### config.mk
export PLATFORM = sky130hd
export DESIGN_NAME = dmem_arbiter
export DESIGN_NICKNAME = d
export VERILOG_FILES = /design/src/rtl/dmem_arb_pkg.sv /design/src/rtl/dmem_arb_starve.sv /design/src/rtl/dmem_arbiter.sv
export SDC_FILE = /design/constraint.sdc
export NUM_CORES = 1
export LEC_CHECK = 0
export BUFFER_PORTS_ARGS = -buffer_cell sky130_fd_sc_hd__buf_2
export CAP_MARGIN = 5
export CELL_PAD_IN_SITES_DETAIL_PLACEMENT = 1
export CELL_PAD_IN_SITES_GLOBAL_PLACEMENT = 1
export CORE_MARGIN = 2
export CORE_UTILIZATION = 19
export DETAILED_ROUTE_END_ITERATION = 8
export PLACE_DENSITY_LB_ADDON = 0.08
export SLEW_MARGIN = 15
export SYNTH_ARGS = -nofsm -noshare
export SYNTH_HDL_FRONTEND = slang
export SYNTH_HIERARCHICAL = 1
export SYNTH_SLANG_ARGS = --single-unit
### constraint.sdc
create_clock -name clk -period 6.9 [get_ports clk]
set_input_delay 1.035 -clock clk [delete_from_list [all_inputs] [get_ports clk]]
set_output_delay 1.035 -clock clk [all_outputs]
set_load 0.01 [all_outputs]
### src/rtl/dmem_arb_pkg.sv
// Shared types and width defaults for the data-memory arbiter slice.
// Requester ids tag which port owns an in-flight read.
package dmem_arb_pkg;

  localparam int DMEM_ADDR_W = 10;
  localparam int DMEM_DATA_W = 32;
  localparam int STARVE_CNT_W = 8;

  typedef enum logic {
    OWNER_CPU = 1'b0,
    OWNER_DBG = 1'b1
  } owner_e;

  // True when the granted access is a read that will need a tagged response.
  function automatic logic is_read_grant(input logic gnt, input logic we);
    return gnt & ~we;
  endfunction

endpackage

### src/rtl/dmem_arb_starve.sv
// Saturating wait counter for the debug port and the force-grant compare.
// The force flag is purely registered so grant has no path from memory data.
module dmem_arb_starve
  import dmem_arb_pkg::*;
#(
  parameter int STARVE_LIMIT = 8
) (
  input  logic clk,
  input  logic rst,
  input  logic i_dbg_req,
  input  logic i_cpu_gnt,
  input  logic i_dbg_gnt,
  output logic o_force_dbg
);

  localparam logic [STARVE_CNT_W-1:0] LIMIT = STARVE_CNT_W'(STARVE_LIMIT);

  logic [STARVE_CNT_W-1:0] r_starve_cnt;
  logic                    w_at_limit;

  assign w_at_limit  = (r_starve_cnt == LIMIT);
  assign o_force_dbg = w_at_limit;

  // Count only cycles the debug port actually lost to the CPU; any debug
  // grant or a dropped request restarts the wait.
  always_ff @(posedge clk) begin
    if (rst) begin
      r_starve_cnt <= '0;
    end else if (!i_dbg_req || i_dbg_gnt) begin
      r_starve_cnt <= '0;
    end else if (i_cpu_gnt && !w_at_limit) begin
      r_starve_cnt <= r_starve_cnt + STARVE_CNT_W'(1);
    end
  end

endmodule

### src/rtl/dmem_arbiter.sv
// Two-port arbiter sharing the single-port data memory between the CPU MEM
// stage and the debug/loader port, with tagged one-cycle read return.
module dmem_arbiter
  import dmem_arb_pkg::*;
#(
  parameter int STARVE_LIMIT = 8,
  parameter int ADDR_W       = DMEM_ADDR_W,
  parameter int DATA_W       = DMEM_DATA_W
) (
  input  logic              clk,
  input  logic              rst,
  input  logic              cpu_req,
  input  logic              cpu_we,
  input  logic [ADDR_W-1:0] cpu_addr,
  input  logic [DATA_W-1:0] cpu_wdata,
  output logic              cpu_gnt,
  output logic              cpu_stall,
  output logic              cpu_rvalid,
  output logic [DATA_W-1:0] cpu_rdata,
  input  logic              dbg_req,
  input  logic              dbg_we,
  input  logic [ADDR_W-1:0] dbg_addr,
  input  logic [DATA_W-1:0] dbg_wdata,
  output logic              dbg_gnt,
  output logic              dbg_rvalid,
  output logic [DATA_W-1:0] dbg_rdata,
  output logic              mem_we,
  output logic [ADDR_W-1:0] mem_addr,
  output logic [DATA_W-1:0] mem_din,
  input  logic [DATA_W-1:0] mem_dout
);

  logic   w_force_dbg;
  logic   w_cpu_gnt;
  logic   w_dbg_gnt;
  logic   w_rd_valid;
  logic   r_rd_pend;
  owner_e r_rd_owner;

  dmem_arb_starve #(
    .STARVE_LIMIT(STARVE_LIMIT)
  ) u_starve (
    .clk        (clk),
    .rst        (rst),
    .i_dbg_req  (dbg_req),
    .i_cpu_gnt  (w_cpu_gnt),
    .i_dbg_gnt  (w_dbg_gnt),
    .o_force_dbg(w_force_dbg)
  );

  // CPU has priority unless the debug port has waited its full allowance.
  always_comb begin
    w_cpu_gnt = 1'b0;
    w_dbg_gnt = 1'b0;
    if (!rst) begin
      if (dbg_req && (!cpu_req || w_force_dbg)) begin
        w_dbg_gnt = 1'b1;
      end else if (cpu_req) begin
        w_cpu_gnt = 1'b1;
      end
    end
  end

  assign cpu_gnt   = w_cpu_gnt;
  assign dbg_gnt   = w_dbg_gnt;
  assign cpu_stall = cpu_req & ~w_cpu_gnt;

  always_comb begin
    mem_we   = 1'b0;
    mem_addr = '0;
    mem_din  = '0;
    if (w_cpu_gnt) begin
      mem_we   = cpu_we;
      mem_addr = cpu_addr;
      mem_din  = cpu_wdata;
    end else if (w_dbg_gnt) begin
      mem_we   = dbg_we;
      mem_addr = dbg_addr;
      mem_din  = dbg_wdata;
    end
  end

  always_ff @(posedge clk) begin
    if (rst) begin
      r_rd_pend  <= 1'b0;
      r_rd_owner <= OWNER_CPU;
    end else begin
      r_rd_pend <= is_read_grant(w_cpu_gnt, cpu_we) | is_read_grant(w_dbg_gnt, dbg_we);
      if (w_dbg_gnt) begin
        r_rd_owner <= OWNER_DBG;
      end else if (w_cpu_gnt) begin
        r_rd_owner <= OWNER_CPU;
      end
    end
  end

  // A read granted just before reset is dropped rather than returned.
  assign w_rd_valid = r_rd_pend & ~rst;

  assign cpu_rvalid = w_rd_valid & (r_rd_owner == OWNER_CPU);
  assign dbg_rvalid = w_rd_valid & (r_rd_owner == OWNER_DBG);
  assign cpu_rdata  = cpu_rvalid ? mem_dout : '0;
  assign dbg_rdata  = dbg_rvalid ? mem_dout : '0;

endmodule

==> results of run 1 <==
-- kinds of logic (layout without fill, tap and decap cells) --
family                     count (synthesis)  count (layout)  share of synthesized area (%)
AOI/OAI and AO/OA                         56              56                           27.7
muxes                                      2               2                           1.19
adders and majority gates                  2               2                           1.49
and+or+nand+nor                          173             173                           42.5
buffers and inverters                     36             242                           14.2
xor gates and xnor gates                   2               2                           1.04
DFF                                       10              10                           11.9
-- path summary, 6_finish.rpt --
path | slack, ns | endpoint | from | cells past startpoint
min reg2reg | 0.49 | u_starve/r_starve_cnt[7] | u_starve/r_starve_cnt[7] | 2
max | 3.06 | dbg_gnt | u_starve/r_starve_cnt[0] | 9
max reg2reg | 4.03 | u_starve/r_starve_cnt[2] | u_starve/r_starve_cnt[0] | 10
min | 0.49 | u_starve/r_starve_cnt[7] | u_starve/r_starve_cnt[7] | 2
-- stage by stage --
| stage | util, % | area [um2] | instances |
|---|---|---|---|
| after floorplan | - | 1680 | 281 |
| after global placement | 32.0 | 2760 | 591 |
| after detailed placement | 32.0 | 2760 | 591 |
| after CTS | 32.5 | 2810 | 594 |
| after global routing | 32.8 | 2840 | 595 |
| final | 32.8 | 2840 | 595 |
-- worst register-to-register path, delay by kind of cell (launching register included) --
family,cells,cell delay [ns]
and+or+nand+nor,6,1.61
DFF,1,0.42
buffers and inverters,2,0.44
AOI/OAI and AO/OA,1,0.14
adders and majority gates,1,0.21
-- report_power, final --
group / leakage, nW / switching (mW) / internal (mW)
Sequential: 0.0813 / 0.00386 / 0.0589
Clock: 0.0216 / 0.0220 / 0.0381
Combinational: 1.45 / 0.0690 / 0.0563
-- layer usage --
metal / up-vias / GRT usage (%) / wire length (um)
met5: - / 0 / 0
met4: 0 / 1.50 / 51
met3: 4 / 3.87 / 694
met2: 121 / 32.6 / 4720
met1: 1263 / 20.6 / 3640
li1: 1393 / - / -
-- Yosys cell counts, types with 2 or more instances --
| cell | n | share of area (%) |
|---|---|---|
| nor2_1 | 114 | 26 |
| a32oi_1 | 43 | 22 |
| nand2_1 | 42 | 9.4 |
| buf_2 | 10 | 3.0 |
| buf_6 | 10 | 6.7 |
| dfxtp_1 | 10 | 12 |
| clkbuf_1 | 8 | 1.8 |
| a21oi_1 | 6 | 1.8 |
| buf_4 | 4 | 1.8 |
| inv_1 | 4 | 0.89 |
| nand2b_1 | 3 | 1.1 |
| nand4_1 | 3 | 1.1 |
| o21ai_0 | 3 | 0.89 |
| or3_1 | 3 | 1.1 |
| ha_1 | 2 | 1.5 |
| mux2i_1 | 2 | 1.2 |
| xor2_1 | 2 | 1.0 |
-- registers in the layout (all words and copies together) (netlist names) --
register	flops
u_starve/r_starve_cnt	8
r_rd_pend	1
r_rd_owner	1
-- area by class of cell --
cell class	instances	area share (%)
sequential	10	7.10
timing repair buffer	235	42.3
clock buffer	3	1.46
multi-input combinational	235	43.8
tap	108	4.76
inverter	4	0.529
==> impl_metrics.env, run 1 <==
export IMPL_outcome="completed"
export IMPL_synthArstFlopShare_pct=0
export IMPL_drtPass1Iterations=4
export IMPL_drv_cap=0
export IMPL_wl_mm=9.11
export IMPL_startpoint_type="register"
export IMPL_path_cells="inv_1 > ha_1 > nor4b_2 > and3_2 > nand2b_1 > buf_4 > nand2_1 > nor2_1 > buf_2"
export IMPL_hp_class="reg -> reg"
export IMPL_postCtsHoldBufs=0
export IMPL_numCtsBuffers=3
export IMPL_seqCellArea_um2=201
export IMPL_synthCells=281
export IMPL_preCtsSetupSlack_ns=2.71
export IMPL_syn2layout_area_growth_pct=69.1
export IMPL_worst_pin_slew_ns=0.923
export IMPL_diodes=0
export IMPL_drc=0
export IMPL_grt_first_pass_wirelength_mm=14.0
export IMPL_min_period_ns=3.84
export IMPL_fin_setup_tns_ns=0
export IMPL_synth_nets=405
export IMPL_syn_cell_area_um2=1680
export IMPL_rsz0062_at_grt="no"
export IMPL_nets=613
export IMPL_nFillCells=1231
export IMPL_routed_via_density=4.67
export IMPL_portBuffers=233
export IMPL_cp_end_kind="output pin"
export IMPL_synth_flop_cell="dfxtp_1"
export IMPL_p_leak_nw=1.55
export IMPL_synth_cell_types=29
export IMPL_clk_latency_ns=0.23
export IMPL_start_util_pct=19.4
export IMPL_drtIter0Drc=88
export IMPL_fmax_ghz=0.260
export IMPL_clk_pin_slew_ns=0.04
export IMPL_cts_tree="done"
export IMPL_ctsLongestPathBuffers=2
export IMPL_finalPower_mw=0.248
export IMPL_crit_family="simple AND/OR/NAND/NOR gates"
export IMPL_num_rows=34
export IMPL_clock_sinks=10
export IMPL_p_per_area_nw_per_um2=87.5
export IMPL_core_area_um2=8640
export IMPL_crit_type="reg -> out"
export IMPL_wire_per_inst_um=15.3
export IMPL_critPathSlowestCell="buf_4"
export IMPL_cts_resized=0
export IMPL_period_share_pct=55.6
export IMPL_syn_area_per_cell_um2=5.97
export IMPL_dieHeight_um=98.0
export IMPL_drive_gt1_share_pct=50.5
export IMPL_cts_root_buffer="clkbuf_8"
export IMPL_slew_headroom_pct=38.4
export IMPL_first_global_vias=2628
export IMPL_die_w_um=98.0
export IMPL_maxSlewViolCount=0
export IMPL_vias=2781
export IMPL_post_cts_setup_buffers=0
export IMPL_track_usage_pct=17.3
export IMPL_grt_start_max_net_pins=54
export IMPL_multi_input_area_um2=1240
export IMPL_finalClockSkew_ns=0.00752
export IMPL_synth_edf_count=0
export IMPL_overflow=0
export IMPL_cts_htree_levels=1
export IMPL_ys_ff_latch=10
export IMPL_num_io_pins=234
export IMPL_hpwl_mm=7.07
export IMPL_cp_arrival_ns=2.80
export IMPL_worst_slack_ns=3.06
export IMPL_setup_viol=0
export IMPL_final_common_cell="buf_2"
export IMPL_mostFrequentLayoutCells="buf_2, nor2_1, a32oi_1"
export IMPL_seq_area_frac_synth_pct=11.9
export IMPL_place_gp_congestion=0.748
export IMPL_crit_path_max_fanout=34
export IMPL_antenna_found_initial=0
export IMPL_holdWs_ns=0.485
export IMPL_max_stage_delay_ns=0.43
export IMPL_vdd_drop_max_mv=0.0993
export IMPL_yosys_warnings=6
export IMPL_die_area_um2=9600
export IMPL_postRouteAntennaNets=0
export IMPL_required_ns=5.86
export IMPL_hold_viol_final=0
export IMPL_crit_buf_inv=3
No activity file was read; power rests on OpenSTA's default activity.
==> inputs of run 2 (changes only) <==
--- a/config.mk
+++ b/config.mk
@@ -10,7 +10,7 @@
 export CELL_PAD_IN_SITES_DETAIL_PLACEMENT = 1
 export CELL_PAD_IN_SITES_GLOBAL_PLACEMENT = 1
 export CORE_MARGIN = 2
-export CORE_UTILIZATION = 19
+export CORE_UTILIZATION = 17
 export DETAILED_ROUTE_END_ITERATION = 8
 export PLACE_DENSITY_LB_ADDON = 0.08
 export SLEW_MARGIN = 15
==> constraint.sdc (replaced) <==
create_clock -name clk -period 3.92 [get_ports clk]
set_input_delay 0.588 -clock clk [delete_from_list [all_inputs] [get_ports clk]]
set_output_delay 0.588 -clock clk [all_outputs]
set_load 0.01 [all_outputs]
==> run 2 against run 1 <==
  * Power up 78%
  * Global-route usage down 2.3 points
  * Cell count up 4.9%
  * Worst setup slack worse by 2.4 ns
  * Worst hold slack better by 0.0075 ns
  * Die area up 11%
  * Final area up 1.5%
  * Clock skew down 0.0025 ns
  * Via count up 1.8%
  * Sequential power up 77%
  * Register-to-register slack worse by 2.9 ns
  * Critical path type unchanged
  * Critical endpoint is now mem_addr[6]
  * Largest power group unchanged
==> impl_metrics.env, run 2 (synthesis results as in run 1) <==
export IMPL_outcome="completed"
export IMPL_rr_worst_depth=9
export IMPL_core_area_um2=9680
export IMPL_crit_family="simple AND/OR/NAND/NOR gates"
export IMPL_vdd_drop_max_mv=0.0803
export IMPL_num_rows=36
export IMPL_routed_via_density=4.54
export IMPL_p_leak_nw=1.56
export IMPL_largest_reg_flops=8
export IMPL_reg2reg_to="u_starve/r_starve_cnt[2]"
export IMPL_mostFrequentLayoutCells="buf_2, nor2_1, a32oi_1"
export IMPL_ctsLongestPathBuffers=2
export IMPL_start_util_pct=17.3
export IMPL_post_cts_setup_buffers=0
export IMPL_vias=2832
export IMPL_top_register="u_starve/r_starve_cnt"
export IMPL_crit_path_max_fanout=34
export IMPL_place_gp_congestion=0.820
export IMPL_path_cells="inv_1 > ha_1 > nor4b_2 > and3_2 > nand2b_2 > buf_4 > a32oi_1 > nor2_1 > buf_2"
export IMPL_drv_cap=0
export IMPL_cts_root_buffer="clkbuf_8"
export IMPL_period_share_pct=84.3
export IMPL_drive_gt1_share_pct=50.7
export IMPL_die_w_um=103
export IMPL_fin_setup_tns_ns=0
export IMPL_min_period_ns=3.31
export IMPL_reg2reg_slack_ns=1.12
export IMPL_dieHeight_um=103
export IMPL_r2r_start="u_starve/r_starve_cnt[0]"
export IMPL_postRouteAntennaNets=0
export IMPL_wire_per_inst_um=14.7
export IMPL_die_area_um2=10700
export IMPL_drtPass1Iterations=4
export IMPL_required_ns=3.33
export IMPL_cts_resized=0
export IMPL_p_per_area_nw_per_um2=153
export IMPL_num_io_pins=234
export IMPL_crit_buf_inv=3
export IMPL_maxSlewViolCount=0
export IMPL_final_common_cell="buf_2"
export IMPL_syn2layout_area_growth_pct=71.5
export IMPL_postCtsHoldBufs=0
export IMPL_critPathSlowestCell="nand2b_2"
export IMPL_hpwl_mm=7.28
export IMPL_clock_sinks=10
export IMPL_fin_area_um2=2880
export IMPL_min_delay_start="r_rd_owner"
export IMPL_portBuffers=233
export IMPL_hp_class="reg -> reg"
export IMPL_diodes=0
export IMPL_crit_type="reg -> out"
export IMPL_drc=0
export IMPL_reg_top3="u_starve/r_starve_cnt (8), r_rd_owner (1), r_rd_pend (1)"
export IMPL_slew_headroom_pct=24.2
export IMPL_wl_mm=9.17
export IMPL_hold_path_cell_count=2
export IMPL_rsz0062_at_grt="no"
export IMPL_hold_viol_final=0
export IMPL_cp_arrival_ns=2.72
export IMPL_fmax_ghz=0.302
export IMPL_hold_path_end="r_rd_owner"
export IMPL_finalClockSkew_ns=0.00500
export IMPL_overflow=0
export IMPL_nets=617
export IMPL_clk_latency_ns=0.24
export IMPL_seqCellArea_um2=201
export IMPL_nFillCells=1330
export IMPL_track_usage_pct=14.9
export IMPL_antenna_found_initial=0
export IMPL_worst_pin_slew_ns=1.14
export IMPL_numCtsBuffers=3
export IMPL_drtIter0Drc=75
export IMPL_clk_pin_slew_ns=0.05
export IMPL_cp_end_kind="output pin"
export IMPL_max_stage_delay_ns=0.59
export IMPL_placed_cell_area_um2=2840
export IMPL_startpoint_type="register"
export IMPL_cts_htree_levels=1
export IMPL_grt_first_pass_wirelength_mm=12.8
export IMPL_multi_input_area_um2=1240
export IMPL_cts_tree="done"
export IMPL_first_global_vias=2602
export IMPL_grt_start_max_net_pins=53
export IMPL_setup_viol=0
==> run 2: changes by cell type in the layout (fill, tap and decap cells not counted), sizes merged <==
cell  change
buf       +4
==> run 2: worst max-delay path by stage <==
stage	from	to	slack, ns	cells after the start
final	u_starve/r_starve_cnt[0]	mem_addr[6]	0.61	9
after global routing	u_starve/r_starve_cnt[0]	mem_din[24]	0.38	9
after global placement	u_starve/r_starve_cnt[0]	mem_addr[4]	0.97	9
after floorplan	u_starve/r_starve_cnt[0]	u_starve/r_starve_cnt[6]	1.56	10
after detailed placement	u_starve/r_starve_cnt[0]	mem_addr[6]	0.88	9
after CTS	u_starve/r_starve_cnt[0]	mem_addr[6]	0.61	9
==> run 2: layout make-up <==
cell class,instances,area share [%]
Tap cell,133,5.78
Multi-Input combinational cell,235,43.2
Timing Repair Buffer,239,42.1
Sequential cell,10,7.00
Clock buffer,3,1.43
Inverter,4,0.522
==> run 2: per-stage QoR <==
step	setup WS (ns)	hold WS, ns	utilization [%]	cells	power (mW)
after detailed placement	0.879	0.488	29.3	621	0.336
after global placement	0.972	0.466	29.3	621	0.334
final	0.614	0.493	29.7	624	0.441
after global routing	0.381	0.543	29.7	624	0.475
after CTS	0.607	0.495	29.7	624	0.446
after floorplan	1.56	0.458	-	281	0.231
==> run 2: power by group <==
group	internal, mW	total [mW]	switching (mW)	leakage, nW
sequential	0.104	0.111	0.00687	0.0813
clock	0.0674	0.110	0.0424	0.0216
combinational	0.0992	0.221	0.122	1.46
==> run 2: layer usage <==
layer | track usage [%] | share of wire (%) | vias to the layer above
met2 | 26.8 | 49 | 143
met1 | 18.1 | 40 | 1288
li1 | - | - | 1394
met5 | 0 | 0 | -
met3 | 3.29 | 9.7 | 7
met4 | 3.44 | 1.1 | 0
==> run 2: worst register-to-register path: stages (launching register included) <==
cell and delay, ns:
dfxtp_1 0.39, inv_1 0.09, ha_1 0.20, nor4b_2 0.17, and3_2 0.24, nand2b_2 0.52
nand2_1 0.29, nor2_1 0.09, or3b_2 0.58, a21oi_1 0.16
==> inputs of run 3 (changes only) <==
--- a/config.mk
+++ b/config.mk
@@ -10,7 +10,7 @@
 export CELL_PAD_IN_SITES_DETAIL_PLACEMENT = 1
 export CELL_PAD_IN_SITES_GLOBAL_PLACEMENT = 1
 export CORE_MARGIN = 2
-export CORE_UTILIZATION = 17
+export CORE_UTILIZATION = 16
 export DETAILED_ROUTE_END_ITERATION = 8
 export PLACE_DENSITY_LB_ADDON = 0.08
 export SLEW_MARGIN = 15
==> constraint.sdc (replaced) <==
create_clock -name clk -period 2.9 [get_ports clk]
set_input_delay 0.435 -clock clk [delete_from_list [all_inputs] [get_ports clk]]
set_output_delay 0.435 -clock clk [all_outputs]
set_load 0.01 [all_outputs]
==> run 3 against run 2 <==
  * Clock power rose by 28%
  * Final area rose by 1.2%
  * Combinational power rose by 42%
  * Global-route usage fell by 0.42 points
  * Sequential power rose by 27%
  * Utilization fell by 1.2 points
  * Routed wire length rose by 0.38%
  * Critical path depth did not move
  * Cell count rose by 0.96%
  * Worst setup slack got worse by 0.37 ns
  * Sequential cell count did not move
  * Largest power group unchanged
  * Highest routed layer unchanged
==> impl_metrics.env, run 3 (synthesis results as in run 1) <==
export IMPL_combPwrFrac_pct=52.6
export IMPL_cp_startpoint="u_starve/r_starve_cnt[0]"
export IMPL_portBuffers=233
export IMPL_clk_pin_slew_ns=0.05
export IMPL_postRouteAntennaNets=0
export IMPL_required_ns=2.47
export IMPL_first_global_vias=2703
export IMPL_drc=0
export IMPL_r2r_start="u_starve/r_starve_cnt[0]"
export IMPL_setup_viol=0
export IMPL_seqPwrFrac_pct=23.7
export IMPL_reg2reg_to="u_starve/r_starve_cnt[6]"
export IMPL_slew_headroom_pct=67.3
export IMPL_dieHeight_um=106
export IMPL_final_common_cell="buf_2"
export IMPL_crit_path_max_fanout=43
export IMPL_worst_pin_slew_ns=0.490
export IMPL_p_leak_nw=1.58
export IMPL_clk_latency_ns=0.23
export IMPL_wire_per_inst_um=14.6
export IMPL_cp_end_kind="output pin"
export IMPL_cts_root_buffer="clkbuf_8"
export IMPL_post_cts_setup_buffers=0
export IMPL_period_share_pct=91.7
export IMPL_startpoint_type="register"
export IMPL_drive_gt1_share_pct=50.6
export IMPL_num_rows=37
export IMPL_antenna_found_initial=0
export IMPL_rr_worst_depth=9
export IMPL_drtPass1Iterations=4
export IMPL_syn2layout_area_growth_pct=73.6
export IMPL_p_int_mw=0.370
export IMPL_p_sw_share_pct=38.0
export IMPL_drtIter0Drc=123
export IMPL_crit_end="mem_din[28]"
export IMPL_track_usage_pct=14.5
export IMPL_vdd_drop_max_mv=0.102
export IMPL_diodes=0
export IMPL_core_area_um2=10200
export IMPL_finalNonFillerCells=630
export IMPL_clock_sinks=10
export IMPL_nets=620
export IMPL_crit_type="reg -> out"
export IMPL_min_delay_start="dbg_we"
export IMPL_nFillCells=1396
export IMPL_hold_viol_final=0
export IMPL_routed_via_density=4.53
export IMPL_place_gp_congestion=0.744
export IMPL_top_register="u_starve/r_starve_cnt"
export IMPL_cts_resized=0
export IMPL_wl_mm=9.21
export IMPL_post_place_cells=627
export IMPL_numCtsBuffers=3
export IMPL_fmax_ghz=0.376
export IMPL_vias=2854
export IMPL_p_per_area_nw_per_um2=205
export IMPL_rsz0062_at_grt="no"
export IMPL_ctsLongestPathBuffers=2
export IMPL_largest_reg_flops=8
export IMPL_maxSlewViolCount=0
export IMPL_drv_cap=0
export IMPL_overflow=0
export IMPL_die_w_um=106
export IMPL_cts_htree_levels=1
export IMPL_postCtsHoldBufs=0
export IMPL_grt_start_max_net_pins=44
export IMPL_fin_setup_tns_ns=0
export IMPL_min_period_ns=2.66
export IMPL_reg_top3="u_starve/r_starve_cnt (8), r_rd_owner (1), r_rd_pend (1)"
export IMPL_mostFrequentLayoutCells="buf_2, nor2_1, a32oi_1"
export IMPL_reg2reg_slack_ns=0.55
export IMPL_finalClockSkew_ns=0.00415
export IMPL_grt_first_pass_wirelength_mm=13.5
export IMPL_switching_power_mw=0.227
export IMPL_cts_tree="done"
export IMPL_hpwl_mm=7.27
export IMPL_p_clk_share_pct=23.7
export IMPL_outcome="completed"
export IMPL_die_area_um2=11300
export IMPL_start_util_pct=16.4
export IMPL_num_io_pins=234
export IMPL_hp_class="in -> reg"
export IMPL_cp_arrival_ns=2.22
==> run 3: power by group through the flow <==
stage | Sequential (mW) | Clock, mW | Combinational [mW]
after floorplan | 0.144 | 0 | 0.168
after global placement | 0.144 | 0 | 0.313
after detailed placement | 0.144 | 0 | 0.318
after CTS | 0.141 | 0.149 | 0.319
after global routing | 0.142 | 0.154 | 0.348
final | 0.141 | 0.141 | 0.313
==> run 3: worst max-delay path, cell delays in order (launching register included) <==
cell,delay (ns)
dfxtp_1,0.35
inv_1,0.09
ha_1,0.15
nor4b_2,0.28
and3_2,0.29
nand2b_1,0.18
buf_12,0.23
a32oi_1,0.12
nor2_1,0.11
buf_2,0.16
==> run 3: through the flow <==
stage          area (um2)  power [mW]  setup WS, ns  hold slack (ns)  utilization [%]
5_1_grt              2910       0.644        0.0314            0.427             28.5
2_1_floorplan        1680       0.312         0.540            0.458                -
6_report             2910       0.596         0.242            0.417             28.5
3_3_place_gp         2870       0.457         0.582            0.470             28.1
4_1_cts              2910       0.609         0.241            0.416             28.5
3_5_place_dp         2870       0.462         0.514            0.483             28.1
==> run 3: layout make-up <==
cell class	count	area, um2	share of cell area (%)
timing repair buffer	242	1250	42.8
multi-input combinational	235	1240	42.6
sequential	10	200	6.87
tap	136	170	5.84
clock buffer	3	41.3	1.42
inverter	4	15.0	0.515
==> run 3: worst min path at each step <==
stage	endpoint	slack (ns)	depth (start not counted)
finish	r_rd_pend	0.42	2
CTS	r_rd_pend	0.42	2
global route	r_rd_pend	0.43	2
global placement	r_rd_owner	0.47	2
floorplan	r_rd_owner	0.46	2
detailed placement	r_rd_owner	0.48	2
==> run 3: layer usage <==
| metal | global-route usage (%) | up-vias | part of all wire (%) |
|---|---|---|---|
| li1 | - | 1406 | - |
| met1 | 16.1 | 1288 | 39 |
| met2 | 27.6 | 154 | 50 |
| met3 | 3.80 | 6 | 10 |
| met4 | 3.01 | 0 | 0.97 |
| met5 | 0 | - | 0 |
